**src/rtl/fsmc_slave_ctrl.sv**
```systemverilog
// FSMC asynchronous SRAM-style slave: strobe synchronizers, cycle decode and register-bus handshake.
// Optional read-acknowledge timeout is compiled in when FSMC_RD_TIMEOUT_EN is defined.
`ifndef FSMC_WIDTH
`define FSMC_WIDTH 16
`endif

module fsmc_slave_ctrl #(
    parameter int ADDR_WIDTH = 8,
    parameter int WR_DLY     = 2,
    parameter int RD_TIMEOUT = 64
) (
    input  logic                   clk,
    input  logic                   rst,
    input  logic                   fsmc_ne,
    input  logic                   fsmc_noe,
    input  logic                   fsmc_nwe,
    input  logic [ADDR_WIDTH-1:0]  fsmc_addr,
    input  logic [`FSMC_WIDTH-1:0] bus_din,
    output logic [`FSMC_WIDTH-1:0] bus_dout,
    output logic                   bus_oe,
    output logic [ADDR_WIDTH-1:0]  reg_addr,
    output logic [`FSMC_WIDTH-1:0] reg_wdata,
    output logic                   reg_wr,
    output logic                   reg_rd,
    input  logic [`FSMC_WIDTH-1:0] reg_rdata,
    input  logic                   reg_rack,
    output logic                   proto_err
);

    // state      | meaning
    // S_IDLE     | no cycle in progress, watching for strobe edges
    // S_WR_WAIT  | NWE low, counting down to the write sample point
    // S_WR_HOLD  | write issued, waiting for NWE to return high
    // S_RD_REQ   | reg_rd issued, waiting for reg_rack (or timeout)
    // S_RD_DRIVE | read data loaded, driving the pads until NOE rises
    typedef enum logic [2:0] {
        S_IDLE,
        S_WR_WAIT,
        S_WR_HOLD,
        S_RD_REQ,
        S_RD_DRIVE
    } state_t;

    state_t                   r_state;
    logic                     r_ne_m,  r_ne_s;
    logic                     r_noe_m, r_noe_s, r_noe_d;
    logic                     r_nwe_m, r_nwe_s, r_nwe_d;
    logic [2:0]               r_wr_cnt;
    logic                     r_perr_armed;
    logic [ADDR_WIDTH-1:0]    r_reg_addr;
    logic [`FSMC_WIDTH-1:0]   r_reg_wdata;
    logic [`FSMC_WIDTH-1:0]   r_bus_dout;
    logic                     r_reg_wr;
    logic                     r_reg_rd;
    logic                     r_bus_oe;
    logic                     r_proto_err;

    logic                     w_noe_fall;
    logic                     w_nwe_fall;
    logic                     w_illegal;
    logic                     w_rd_timeout;

    always_ff @(posedge clk or posedge rst) begin
        if (rst) begin
            r_ne_m  <= 1'b1;
            r_ne_s  <= 1'b1;
            r_noe_m <= 1'b1;
            r_noe_s <= 1'b1;
            r_noe_d <= 1'b1;
            r_nwe_m <= 1'b1;
            r_nwe_s <= 1'b1;
            r_nwe_d <= 1'b1;
        end else begin
            r_ne_m  <= fsmc_ne;
            r_ne_s  <= r_ne_m;
            r_noe_m <= fsmc_noe;
            r_noe_s <= r_noe_m;
            r_noe_d <= r_noe_s;
            r_nwe_m <= fsmc_nwe;
            r_nwe_s <= r_nwe_m;
            r_nwe_d <= r_nwe_s;
        end
    end

    assign w_noe_fall = r_noe_d & ~r_noe_s;
    assign w_nwe_fall = r_nwe_d & ~r_nwe_s;
    assign w_illegal  = ~r_ne_s & ~r_noe_s & ~r_nwe_s;

`ifdef FSMC_RD_TIMEOUT_EN
    localparam int TO_W = $clog2(RD_TIMEOUT + 1);

    logic [TO_W-1:0] r_to_cnt;

    // Held at zero outside RD_REQ, so every read request starts a fresh count.
    always_ff @(posedge clk or posedge rst) begin
        if (rst) begin
            r_to_cnt <= '0;
        end else if (r_state != S_RD_REQ) begin
            r_to_cnt <= '0;
        end else if (!w_rd_timeout) begin
            r_to_cnt <= r_to_cnt + 1'b1;
        end
    end

    assign w_rd_timeout = (r_to_cnt == TO_W'(RD_TIMEOUT - 1));
`else
    logic w_unused_rd_timeout;

    assign w_rd_timeout        = 1'b0;
    assign w_unused_rd_timeout = (RD_TIMEOUT != 0);
`endif

    always_ff @(posedge clk or posedge rst) begin
        if (rst) begin
            r_state      <= S_IDLE;
            r_wr_cnt     <= '0;
            r_perr_armed <= 1'b1;
            r_reg_addr   <= '0;
            r_reg_wdata  <= '0;
            r_bus_dout   <= '0;
            r_reg_wr     <= 1'b0;
            r_reg_rd     <= 1'b0;
            r_bus_oe     <= 1'b0;
            r_proto_err  <= 1'b0;
        end else begin
            r_reg_wr    <= 1'b0;
            r_reg_rd    <= 1'b0;
            r_bus_oe    <= 1'b0;
            r_proto_err <= 1'b0;

            if (r_noe_s && r_nwe_s) begin
                r_perr_armed <= 1'b1;
            end

            case (r_state)
                S_IDLE: begin
                    if (w_illegal) begin
                        if (r_perr_armed) begin
                            r_proto_err  <= 1'b1;
                            r_perr_armed <= 1'b0;
                        end
                    end else if (!r_ne_s && w_nwe_fall && r_noe_s) begin
                        r_wr_cnt <= 3'(WR_DLY);
                        r_state  <= S_WR_WAIT;
                    end else if (!r_ne_s && w_noe_fall && r_nwe_s) begin
                        r_reg_addr <= fsmc_addr;
                        r_reg_rd   <= 1'b1;
                        r_state    <= S_RD_REQ;
                    end
                end

                S_WR_WAIT: begin
                    if (r_ne_s) begin
                        r_state <= S_IDLE;
                    end else if (r_wr_cnt == 3'd0) begin
                        r_reg_addr  <= fsmc_addr;
                        r_reg_wdata <= bus_din;
                        r_reg_wr    <= 1'b1;
                        r_state     <= S_WR_HOLD;
                    end else begin
                        r_wr_cnt <= r_wr_cnt - 3'd1;
                    end
                end

                S_WR_HOLD: begin
                    if (r_ne_s || r_nwe_s) begin
                        r_state <= S_IDLE;
                    end
                end

                S_RD_REQ: begin
                    if (r_ne_s) begin
                        r_state <= S_IDLE;
                    end else if (reg_rack) begin
                        r_bus_dout <= reg_rdata;
                        r_state    <= S_RD_DRIVE;
                    end else if (w_rd_timeout) begin
                        r_bus_dout  <= '1;
                        r_proto_err <= 1'b1;
                        r_state     <= S_RD_DRIVE;
                    end
                end

                // bus_oe is registered off this state, so it trails bus_dout by one clock.
                S_RD_DRIVE: begin
                    if (r_ne_s || r_noe_s) begin
                        r_state <= S_IDLE;
                    end else begin
                        r_bus_oe <= 1'b1;
                    end
                end

                default: begin
                    r_state <= S_IDLE;
                end
            endcase
        end
    end

    assign bus_dout  = r_bus_dout;
    assign bus_oe    = r_bus_oe;
    assign reg_addr  = r_reg_addr;
    assign reg_wdata = r_reg_wdata;
    assign reg_wr    = r_reg_wr;
    assign reg_rd    = r_reg_rd;
    assign proto_err = r_proto_err;

endmodule

```
**config.mk**
```make
export PLATFORM = sky130hd
export DESIGN_NAME = fsmc_slave_ctrl
export DESIGN_NICKNAME = d
export VERILOG_FILES = /design/src/rtl/fsmc_slave_ctrl.sv
export SDC_FILE = /design/constraint.sdc
export NUM_CORES = 1
export LEC_CHECK = 0
export ABC_CLOCK_PERIOD_IN_PS = 2040
export CAP_MARGIN = 30
export CORE_UTILIZATION = 43
export DETAILED_ROUTE_END_ITERATION = 12
export GPL_ROUTABILITY_DRIVEN = 0
export PLACE_DENSITY = 0.78
export SETUP_SLACK_MARGIN = 0.15
export SYNTH_ARGS = -nofsm -noshare
export SYNTH_HDL_FRONTEND = slang
export SYNTH_SLANG_ARGS = --single-unit
```
**constraint.sdc**
```tcl
create_clock -name clk -period 2.04 [get_ports clk]
set_input_delay 0.306 -clock clk [delete_from_list [all_inputs] [get_ports clk]]
set_output_delay 0.306 -clock clk [all_outputs]
set_load 0.01 [all_outputs]
```
==> run_summary.xml, run 1 <==
<?xml version="1.0" encoding="UTF-8"?>
<metrics>
  <group name="logic_synthesis">
    <metric name="ys.warnings.count" unit="">0</metric>
    <metric name="synth_enable_flop_cells" unit="">0</metric>
    <metric name="synth_sequential_area_ratio" unit="">0.639</metric>
    <metric name="synth_flop_cell" unit="">sky130_fd_sc_hd__dfrtp_1</metric>
    <metric name="asyncSetResetFlopFracSynth" unit="">1.00</metric>
    <metric name="synth_top_cell_by_area" unit="">sky130_fd_sc_hd__dfrtp_1</metric>
    <metric name="yosys.cell_types.count" unit="">32</metric>
    <metric name="post_synth.cell_area_avg" unit="µm²">15.9</metric>
    <metric name="synthesis.nets" unit="">194</metric>
    <metric name="syn_inst" unit="">146</metric>
    <metric name="netlist_area" unit="µm²">2330</metric>
    <metric name="ys_seq_elements" unit="">59</metric>
    <metric name="synth.area.top_cells" unit="">sky130_fd_sc_hd__dfrtp_1, sky130_fd_sc_hd__mux2_2, sky130_fd_sc_hd__dfstp_2, sky130_fd_sc_hd__mux2_4, sky130_fd_sc_hd__ha_1</metric>
    <metric name="synth_top_cell_area_share" unit="">0.538</metric>
  </group>
  <group name="timing">
    <metric name="worst_clock_skew" unit="ns">0.00473</metric>
    <metric name="timing_worst_slew_pin_value" unit="ns">0.508</metric>
    <metric name="fin_tns_setup" unit="ns">0</metric>
    <metric name="timing.final.max_slew_violations" unit="">0</metric>
    <metric name="unrepaired_setup_endpoints_after_global_routing" unit="">no</metric>
    <metric name="clock.fmax" unit="MHz">568</metric>
    <metric name="finalHoldViolCount" unit="">0</metric>
    <metric name="final_period_minus_worst_setup_slack" unit="ns">1.76</metric>
    <metric name="timing.final.setup_violations" unit="">0</metric>
    <metric name="max_slew_margin" unit="">0.660</metric>
    <metric name="min_period_over_period" unit="">0.863</metric>
  </group>
  <group name="pwr">
    <metric name="power-per-cell-area" unit="nW/µm²">1120</metric>
    <metric name="worst_ir_drop_vdd" unit="V">0.000604</metric>
    <metric name="power.static_leakage" unit="µW">0.00155</metric>
  </group>
  <group name="clocking">
    <metric name="cts-htree-levels" unit="">3</metric>
    <metric name="tritoncts" unit="">done</metric>
    <metric name="clock_insertion_delay_worst_skew" unit="ns">0.32</metric>
    <metric name="numClockSinks" unit="">59</metric>
    <metric name="cts-root-buf" unit="">sky130_fd_sc_hd__clkbuf_8</metric>
    <metric name="cts_buffers" unit="">9</metric>
    <metric name="cts_max_path_buffers" unit="">2</metric>
    <metric name="cts_resized" unit="">0</metric>
    <metric name="postCtsSetupBuffers" unit="">0</metric>
    <metric name="clkTransAtPathRegs" unit="ns">0.06</metric>
    <metric name="cts_hold_buffers" unit="">0</metric>
  </group>
  <group name="global_routing">
    <metric name="number_of_antenna_violations_at_the_first_check_in_global_routing" unit="">0</metric>
    <metric name="grt_overflow_total" unit="">0</metric>
    <metric name="global_route_usage_over_all_layers" unit="">0.167</metric>
    <metric name="grt_max_degree" unit="">60</metric>
    <metric name="first_global_vias" unit="">1487</metric>
    <metric name="grt_pass1_wl" unit="µm">6890</metric>
  </group>
  <group name="die">
    <metric name="floorplan.die_area" unit="µm²">5710</metric>
    <metric name="initial_core_util" unit="">0.450</metric>
    <metric name="die_h" unit="µm">75.6</metric>
    <metric name="pin_count" unit="">90</metric>
    <metric name="die_w" unit="µm">75.6</metric>
    <metric name="core_region_area" unit="µm²">5170</metric>
    <metric name="placement_rows" unit="">26</metric>
  </group>
  <group name="drt">
    <metric name="route.antenna.remaining_nets" unit="">0</metric>
    <metric name="route.detailed.drc" unit="">0</metric>
    <metric name="detail_route.wirelength" unit="µm">4200</metric>
    <metric name="vias_per_cell" unit="">4.70</metric>
    <metric name="wl_per_cell" unit="µm">13.2</metric>
    <metric name="num_vias" unit="">1495</metric>
    <metric name="drt_pre_antenna_iters" unit="">4</metric>
    <metric name="count_of_routing_violations_after_the_opening_detailed_route_iteration" unit="">51</metric>
  </group>
  <group name="critical_path">
    <metric name="crit_path_max_fanout" unit="">17</metric>
    <metric name="cp-startpoint" unit="">r_state[1]</metric>
    <metric name="cp_slowest_stage_delay" unit="ns">0.51</metric>
    <metric name="crit_family" unit="">simple AND/OR/NAND/NOR gates</metric>
    <metric name="cell_with_the_largest_stage_delay_on_the_worst_path" unit="">sky130_fd_sc_hd__dfrtp_1</metric>
    <metric name="worstSetupEndpointType" unit="">flop</metric>
    <metric name="cp.required" unit="ns">2.24</metric>
    <metric name="worst-path-buf-inv" unit="">1</metric>
    <metric name="critPathLaunchType" unit="">flop</metric>
    <metric name="data_arrival_time_at_the_worst_slack_endpoint" unit="ns">1.96</metric>
    <metric name="path_cells" unit="">nor4b_4, nand2b_2, buf_4, mux2_4</metric>
    <metric name="critical_path_class" unit="">flop to flop</metric>
    <metric name="r2r-start" unit="">r_state[1]</metric>
  </group>
  <group name="final_layout">
    <metric name="antenna-diode-count" unit="">0</metric>
    <metric name="postLayoutCoreUtil" unit="">0.669</metric>
    <metric name="mostFrequentLayoutCells" unit="">sky130_fd_sc_hd__clkdlybuf4s50_1, sky130_fd_sc_hd__dfrtp_1, sky130_fd_sc_hd__mux2_2, sky130_fd_sc_hd__clkbuf_8</metric>
    <metric name="nets" unit="">291</metric>
    <metric name="drive_above_1_share" unit="">0.302</metric>
    <metric name="area_growth_from_synthesis_to_layout" unit="%">48.7</metric>
    <metric name="final_common_cell" unit="">sky130_fd_sc_hd__clkdlybuf4s50_1</metric>
  </group>
  <group name="worst_hold_path">
    <metric name="timing.hold.worst.class" unit="">input port to asynchronous set/reset pin</metric>
  </group>
  <group name="job">
    <metric name="max_cap_violations" unit="">0</metric>
  </group>
  <group name="placement">
    <metric name="place.port_buffers" unit="">89</metric>
    <metric name="detailedPlacementHpwl" unit="µm">2920</metric>
  </group>
  <group name="outcome">
    <metric name="run_status" unit="">complete, no violations</metric>
  </group>
</metrics>
-- kinds of logic after synthesis --
kind of cell / after synthesis / share of synthesized area
flops: 59 / 0.639
buf+inv: 9 / 0.0290
compound gates: 12 / 0.0425
simple gates: 23 / 0.0661
fa+ha+maj: 2 / 0.0108
mux: 41 / 0.212
-- through the flow --
step	power (µW)	hold WS, ns	cell area [µm²]	std cells	worst slack, ns
after global placement	2970	0.346	3280	302	0.134
after detailed placement	3000	0.347	3280	302	0.137
after floorplan	2260	0.310	2330	146	0.293
final	3890	0.350	3460	318	0.279
after CTS	3930	0.356	3450	318	0.229
after global routing	4110	0.359	3460	318	0.156
-- synth_stat cells (all sizes together) (2+ instances only) --
cell type  instances
mux2              40
dfstp              9
dfrtp             50
nand2b             2
nor3b              2
inv                4
o21ai              4
a21oi              2
ha                 2
buf                5
nor2               6
nand2              5
-- flip-flops by register name, indices dropped and copies added (netlist names), 3 cells and up --
signal / cells
bus_dout: 16
r_wr_cnt: 3
reg_addr: 8
r_state: 3
reg_wdata: 16
-- per-layer routing --
layer	global-route usage	up-vias	wire length [µm]
met4	0.0885	0	74
met1	0.216	738	1830
met3	0.0529	6	225
met5	0	-	0
li1	-	708	-
met2	0.254	43	2070
-- area by class of cell --
class / count / area (µm²)
clock buffers: 14 / 163
multi-input cells: 78 / 779
well taps: 70 / 87.6
repair buffers: 91 / 918
fillers: 365 / 1710
clock inverters: 2 / 10.0
inverters: 4 / 15.0
flip-flops and latches: 59 / 1490
-- worst paths after layout --
kind | to | slack [ns] | cells past startpoint
worst max-delay path | reg_wdata[1] | 0.28 | 4
worst min-delay path | bus_dout[14] | 0.35 | 3
worst max register to register | reg_wdata[1] | 0.28 | 4
worst min register to register | r_nwe_s | 0.35 | 0
max in group asynchronous | r_nwe_s | 1.38 | 3
min in group clk | r_nwe_s | 0.35 | 0
-- worst register-to-register path, cell delays in order (launching register included) --
cell	delay (ns)
sky130_fd_sc_hd__dfrtp_1	0.51
sky130_fd_sc_hd__nor4b_4	0.44
sky130_fd_sc_hd__nand2b_2	0.13
sky130_fd_sc_hd__buf_4	0.24
sky130_fd_sc_hd__mux2_4	0.33
-- power by group --
group | internal, µW | total (µW) | switching, µW
Sequential | 1510 | 1680 | 173
Clock | 505 | 922 | 417
Combinational | 863 | 1290 | 428
Note: power is estimated with default switching activity, not from simulation.
==> run 2: changes to the inputs <==
- ABC_CLOCK_PERIOD_IN_PS: 2040 -> 2080
- CORE_UTILIZATION: 43 -> 47
- PLACE_DENSITY: 0.78 -> 0.84
- clock period: 2.04 -> 2.08 ns (I/O delays scaled with it)
==> run 2 against run 1 <==
Non-clock buffer count up 2; routed wire length up 11%; worst setup slack better by 0.012 ns; first-iteration DRC count up 41%; critical endpoint is now reg_wdata[7]; largest cell class unchanged.
==> run_summary.xml, run 2 (same netlist as run 1, synthesis figures left out) <==
<?xml version="1.0" encoding="UTF-8"?>
<metrics>
  <group name="outcome">
    <metric name="run_status" unit="">complete, no violations</metric>
  </group>
  <group name="drt">
    <metric name="wl_per_cell" unit="µm">14.7</metric>
    <metric name="route.antenna.remaining_nets" unit="">0</metric>
    <metric name="num_vias" unit="">1550</metric>
    <metric name="vias_per_cell" unit="">4.87</metric>
    <metric name="route.detailed.drc" unit="">0</metric>
    <metric name="count_of_routing_violations_after_the_opening_detailed_route_iteration" unit="">72</metric>
    <metric name="drt_pre_antenna_iters" unit="">4</metric>
    <metric name="detail_route.wirelength" unit="µm">4680</metric>
  </group>
  <group name="final_layout">
    <metric name="nets" unit="">294</metric>
    <metric name="antenna-diode-count" unit="">0</metric>
    <metric name="multiInputGateArea" unit="µm²">781</metric>
    <metric name="non_filler_instance_count_after_layout" unit="">318</metric>
    <metric name="register_area" unit="µm²">1490</metric>
    <metric name="drive_above_1_share" unit="">0.303</metric>
    <metric name="mostFrequentLayoutCells" unit="">sky130_fd_sc_hd__clkdlybuf4s50_1, sky130_fd_sc_hd__dfrtp_1, sky130_fd_sc_hd__mux2_2, sky130_fd_sc_hd__clkbuf_8</metric>
    <metric name="area_growth_from_synthesis_to_layout" unit="%">49.2</metric>
    <metric name="final_common_cell" unit="">sky130_fd_sc_hd__clkdlybuf4s50_1</metric>
    <metric name="final.fill_count" unit="">332</metric>
  </group>
  <group name="clocking">
    <metric name="cts_max_path_buffers" unit="">2</metric>
    <metric name="clkTransAtPathRegs" unit="ns">0.06</metric>
    <metric name="numClockSinks" unit="">59</metric>
    <metric name="tritoncts" unit="">done</metric>
    <metric name="cts_buffers" unit="">9</metric>
    <metric name="cts-htree-levels" unit="">3</metric>
    <metric name="cts-root-buf" unit="">sky130_fd_sc_hd__clkbuf_8</metric>
    <metric name="clock_insertion_delay_worst_skew" unit="ns">0.34</metric>
  </group>
  <group name="placement">
    <metric name="placed_cells" unit="">300</metric>
    <metric name="place.port_buffers" unit="">89</metric>
    <metric name="detailedPlacementHpwl" unit="µm">3180</metric>
  </group>
  <group name="critical_path">
    <metric name="crit_path_max_fanout" unit="">17</metric>
    <metric name="cp-startpoint" unit="">r_state[1]</metric>
    <metric name="r2r-start" unit="">r_state[1]</metric>
    <metric name="cp.required" unit="ns">2.30</metric>
    <metric name="crit_family" unit="">simple AND/OR/NAND/NOR gates</metric>
    <metric name="worstSetupEndpointType" unit="">flop</metric>
    <metric name="critical_path_class" unit="">flop to flop</metric>
    <metric name="path_cells" unit="">nor4b_4, nand2b_2, buf_4, mux2_4</metric>
    <metric name="critPathLaunchType" unit="">flop</metric>
    <metric name="cell_with_the_largest_stage_delay_on_the_worst_path" unit="">sky130_fd_sc_hd__dfrtp_1</metric>
    <metric name="cp_slowest_stage_delay" unit="ns">0.50</metric>
    <metric name="data_arrival_time_at_the_worst_slack_endpoint" unit="ns">2.01</metric>
    <metric name="worst-path-buf-inv" unit="">1</metric>
  </group>
  <group name="timing">
    <metric name="worst_clock_skew" unit="ns">0.00820</metric>
    <metric name="fin_tns_setup" unit="ns">0</metric>
    <metric name="final_period_minus_worst_setup_slack" unit="ns">1.79</metric>
    <metric name="timing.hold.ws" unit="ns">0.302</metric>
    <metric name="unrepaired_setup_endpoints_after_global_routing" unit="">no</metric>
    <metric name="timing_worst_slew_pin_value" unit="ns">0.543</metric>
    <metric name="clock.fmax" unit="MHz">559</metric>
    <metric name="min_period_over_period" unit="">0.860</metric>
    <metric name="timing.final.max_slew_violations" unit="">0</metric>
    <metric name="max_slew_margin" unit="">0.637</metric>
    <metric name="finalHoldViolCount" unit="">0</metric>
    <metric name="timing.final.setup_violations" unit="">0</metric>
  </group>
  <group name="worst_hold_path">
    <metric name="timing.hold.worst.class" unit="">input port to asynchronous set/reset pin</metric>
  </group>
  <group name="global_routing">
    <metric name="grt_pass1_wl" unit="µm">7290</metric>
    <metric name="grt_overflow_total" unit="">0</metric>
    <metric name="first_global_vias" unit="">1579</metric>
    <metric name="global_route_usage_over_all_layers" unit="">0.197</metric>
    <metric name="grt_max_degree" unit="">26</metric>
    <metric name="number_of_antenna_violations_at_the_first_check_in_global_routing" unit="">0</metric>
  </group>
  <group name="die">
    <metric name="die_w" unit="µm">72.4</metric>
    <metric name="core_region_area" unit="µm²">4750</metric>
    <metric name="pin_count" unit="">90</metric>
    <metric name="placement_rows" unit="">25</metric>
    <metric name="die_h" unit="µm">72.4</metric>
    <metric name="floorplan.die_area" unit="µm²">5240</metric>
    <metric name="initial_core_util" unit="">0.489</metric>
  </group>
  <group name="pwr">
    <metric name="power-per-cell-area" unit="nW/µm²">1110</metric>
    <metric name="power.static_leakage" unit="µW">0.00156</metric>
    <metric name="worst_ir_drop_vdd" unit="V">0.000694</metric>
  </group>
  <group name="job">
    <metric name="max_cap_violations" unit="">0</metric>
  </group>
</metrics>
-- run 2: changes by cell type in the layout (fill, tap and decap cells not counted) --
cell	delta
sky130_fd_sc_hd__nor3_2	-1
sky130_fd_sc_hd__nor2_2	-1
sky130_fd_sc_hd__o21ai_2	+1
sky130_fd_sc_hd__buf_4	+2
sky130_fd_sc_hd__nor2_1	+1
sky130_fd_sc_hd__nor3_1	+1
-- run 2: final cells by class --
cell class                 instances  area share
timing repair buffer              93       0.269
inverter                           4     0.00432
clock buffer                      14      0.0468
clock inverter                     2     0.00288
multi-input combinational         79       0.225
tap                               67      0.0241
sequential                        59       0.428
-- run 2: worst register-to-register path, cell delays in order, from the launching register on --
cell                       delay [ns]
sky130_fd_sc_hd__dfrtp_1         0.50
sky130_fd_sc_hd__nor4b_4         0.44
sky130_fd_sc_hd__nand2b_2        0.16
sky130_fd_sc_hd__buf_4           0.25
sky130_fd_sc_hd__mux2_4          0.32
-- run 2: report_power, final --
part           internal [µW]  switching [µW]  total [µW]  leakage, µW
clock network            494             419         914    0.0000905
registers               1480             180        1660     0.000729
logic                    851             442        1290     0.000740
-- run 2: timing repair --
| action | 4_1_cts | 5_1_grt |
|---|---|---|
| resized for setup | 0 | 0 |
| hold buffers | 0 | 0 |
| setup endpoints to repair | 0 | 7 |
| setup buffers | 0 | 1 |
-- run 2: layer usage --
layer	track usage	part of all wire	routed length (µm)	vias up
li1	-	-	-	717
met1	0.226	0.40	1870	762
met2	0.305	0.50	2320	55
met3	0.0861	0.067	315	16
met4	0.118	0.035	164	0
met5	0	0	0	-
-- run 2: worst paths after layout --
| kind | end | slack (ns) | cells after the start |
|---|---|---|---|
| setup / recovery | reg_wdata[7] | 0.29 | 4 |
| hold / removal | reg_wdata[3] | 0.30 | 2 |
| setup reg to reg | reg_wdata[7] | 0.29 | 4 |
| hold reg to reg | r_ne_s | 0.36 | 0 |
| max in group asynchronous | reg_wdata[8] | 1.18 | 3 |
| min in group clk | r_ne_s | 0.36 | 0 |
-- run 2: through the flow --
step           worst slack (ns)  power, µW   util  instance area [µm²]
5_1_grt                   0.147       4050  0.731                 3470
3_5_place_dp              0.158       2950  0.691                 3280
6_report                  0.291       3860  0.731                 3470
2_1_floorplan             0.327       2210      -                 2330
3_3_place_gp              0.195       2930  0.691                 3280
4_1_cts                   0.290       3890  0.727                 3460
==> run 3: changes to the inputs <==
- SETUP_SLACK_MARGIN: 0.15 -> default
==> run 3 against run 2 <==
Clock skew grew 0.00092 ns; routed wire length shrank 2.3%; sequential share of layout area grew 0.20 points; non-clock buffer count shrank 1; critical path type unchanged; critical endpoint is now reg_addr[1].
==> run_summary.xml, run 3 (same netlist as run 1, synthesis figures left out) <==
<?xml version="1.0" encoding="UTF-8"?>
<metrics>
  <group name="outcome">
    <metric name="run_status" unit="">complete, no violations</metric>
  </group>
  <group name="clocking">
    <metric name="cts_buffers" unit="">9</metric>
    <metric name="cts-htree-levels" unit="">3</metric>
    <metric name="clock_insertion_delay_worst_skew" unit="ns">0.34</metric>
    <metric name="numClockSinks" unit="">59</metric>
    <metric name="cts-root-buf" unit="">sky130_fd_sc_hd__clkbuf_8</metric>
    <metric name="clkTransAtPathRegs" unit="ns">0.06</metric>
    <metric name="cts_resized" unit="">0</metric>
    <metric name="cts_hold_buffers" unit="">0</metric>
    <metric name="cts_max_path_buffers" unit="">2</metric>
    <metric name="postCtsSetupBuffers" unit="">0</metric>
    <metric name="tritoncts" unit="">done</metric>
  </group>
  <group name="critical_path">
    <metric name="crit_path_max_fanout" unit="">10</metric>
    <metric name="crit_family" unit="">flip-flops</metric>
    <metric name="critical_path_class" unit="">flop to flop</metric>
    <metric name="data_arrival_time_at_the_worst_slack_endpoint" unit="ns">1.99</metric>
    <metric name="cp.required" unit="ns">2.29</metric>
    <metric name="path_cells" unit="">nor3_1, nand2_1, o21ai_4, mux2_2</metric>
    <metric name="critPathLaunchType" unit="">flop</metric>
    <metric name="cp_slowest_stage_delay" unit="ns">0.50</metric>
    <metric name="worstSetupEndpointType" unit="">flop</metric>
    <metric name="cell_with_the_largest_stage_delay_on_the_worst_path" unit="">sky130_fd_sc_hd__dfrtp_1</metric>
    <metric name="worst-path-buf-inv" unit="">0</metric>
  </group>
  <group name="final_layout">
    <metric name="drive_above_1_share" unit="">0.297</metric>
    <metric name="nets" unit="">292</metric>
    <metric name="final_common_cell" unit="">sky130_fd_sc_hd__clkdlybuf4s50_1</metric>
    <metric name="antenna-diode-count" unit="">0</metric>
    <metric name="area_growth_from_synthesis_to_layout" unit="%">48.5</metric>
    <metric name="final_area" unit="µm²">3460</metric>
    <metric name="mostFrequentLayoutCells" unit="">sky130_fd_sc_hd__clkdlybuf4s50_1, sky130_fd_sc_hd__dfrtp_1, sky130_fd_sc_hd__mux2_2, sky130_fd_sc_hd__clkbuf_8</metric>
    <metric name="final.fill_count" unit="">336</metric>
    <metric name="register_area" unit="µm²">1490</metric>
    <metric name="multiInputGateArea" unit="µm²">772</metric>
  </group>
  <group name="drt">
    <metric name="route.detailed.drc" unit="">0</metric>
    <metric name="count_of_routing_violations_after_the_opening_detailed_route_iteration" unit="">58</metric>
    <metric name="route.antenna.remaining_nets" unit="">0</metric>
    <metric name="num_vias" unit="">1522</metric>
    <metric name="vias_per_cell" unit="">4.82</metric>
    <metric name="drt_pre_antenna_iters" unit="">4</metric>
    <metric name="wl_per_cell" unit="µm">14.5</metric>
    <metric name="detail_route.wirelength" unit="µm">4570</metric>
  </group>
  <group name="pwr">
    <metric name="power-per-cell-area" unit="nW/µm²">1120</metric>
    <metric name="worst_ir_drop_vdd" unit="V">0.000694</metric>
    <metric name="power.static_leakage" unit="µW">0.00155</metric>
    <metric name="power.total" unit="µW">3860</metric>
  </group>
  <group name="timing">
    <metric name="min_period_over_period" unit="">0.855</metric>
    <metric name="unrepaired_setup_endpoints_after_global_routing" unit="">no</metric>
    <metric name="final_period_minus_worst_setup_slack" unit="ns">1.78</metric>
    <metric name="clock.fmax" unit="MHz">562</metric>
    <metric name="timing_worst_slew_pin_value" unit="ns">0.543</metric>
    <metric name="timing.final.setup_violations" unit="">0</metric>
    <metric name="finalHoldViolCount" unit="">0</metric>
    <metric name="timing.final.max_slew_violations" unit="">0</metric>
    <metric name="max_slew_margin" unit="">0.637</metric>
    <metric name="worst_clock_skew" unit="ns">0.00913</metric>
    <metric name="fin_tns_setup" unit="ns">0</metric>
  </group>
  <group name="global_routing">
    <metric name="first_global_vias" unit="">1579</metric>
    <metric name="grt_pass1_wl" unit="µm">7290</metric>
    <metric name="grt_max_degree" unit="">26</metric>
    <metric name="global_route_usage_over_all_layers" unit="">0.197</metric>
    <metric name="number_of_antenna_violations_at_the_first_check_in_global_routing" unit="">0</metric>
    <metric name="grt_overflow_total" unit="">0</metric>
  </group>
  <group name="placement">
    <metric name="post_placement_cell_area" unit="µm²">3280</metric>
    <metric name="detailedPlacementHpwl" unit="µm">3180</metric>
    <metric name="place.port_buffers" unit="">89</metric>
  </group>
  <group name="die">
    <metric name="placement_rows" unit="">25</metric>
    <metric name="die_w" unit="µm">72.4</metric>
    <metric name="die_h" unit="µm">72.4</metric>
    <metric name="initial_core_util" unit="">0.489</metric>
    <metric name="core_region_area" unit="µm²">4750</metric>
    <metric name="floorplan.die_area" unit="µm²">5240</metric>
    <metric name="pin_count" unit="">90</metric>
  </group>
  <group name="worst_hold_path">
    <metric name="timing.hold.worst.class" unit="">input port to asynchronous set/reset pin</metric>
  </group>
  <group name="job">
    <metric name="max_cap_violations" unit="">0</metric>
  </group>
</metrics>
[run 3: changes by cell type in the layout (fill, tap and decap cells not counted)]
cell,delta
sky130_fd_sc_hd__buf_4,-1
sky130_fd_sc_hd__o21ai_2,-1
[run 3: report_power, final]
group	total, µW	internal (µW)	leakage (µW)	switching (µW)
combinational	1290	849	0.000731	439
clock	913	494	0.0000905	418
sequential	1660	1480	0.000729	180
[run 3: per-stage QoR]
step,setup slack [ns],util,instances,hold WS [ns]
after floorplan,0.327,-,146,0.316
after global placement,0.195,0.691,300,0.346
after detailed placement,0.158,0.691,300,0.347
after CTS,0.290,0.727,316,0.302
after global routing,0.132,0.727,316,0.339
final,0.302,0.727,316,0.301
[run 3: final timing paths]
check	slack, ns	start	cells after the start	end
max	0.30	r_state[1]	4	reg_addr[1]
max in group asynchronous	1.18	rst	3	reg_wdata[8]
min reg2reg	0.36	r_ne_m	0	r_ne_s
min	0.30	rst	2	reg_wdata[3]
min in group clk	0.36	r_ne_m	0	r_ne_s
max reg2reg	0.30	r_state[1]	4	reg_addr[1]
[run 3: layout make-up]
class	instances	area share
Clock buffer	14	0.0471
Inverter	4	0.00434
Tap cell	67	0.0242
Multi-Input combinational cell	78	0.223
Clock inverter	2	0.00290
Timing Repair Buffer	92	0.268
Sequential cell	59	0.430
[run 3: metal layers]
layer  share of wire  wire, µm  track usage  up-vias
li1                -         -            -      708
met1            0.40      1830        0.226      741
met2            0.49      2230        0.305       57
met3           0.074       337       0.0861       16
met4           0.036       163        0.118        0
met5               0         0            0        -
[run 3: worst register-to-register path, cell delays in order, from the launching register on]
cell                      delay [ns]
sky130_fd_sc_hd__dfrtp_1        0.50
sky130_fd_sc_hd__nor3_1         0.26
sky130_fd_sc_hd__nand2_1        0.18
sky130_fd_sc_hd__o21ai_4        0.34
sky130_fd_sc_hd__mux2_2         0.38
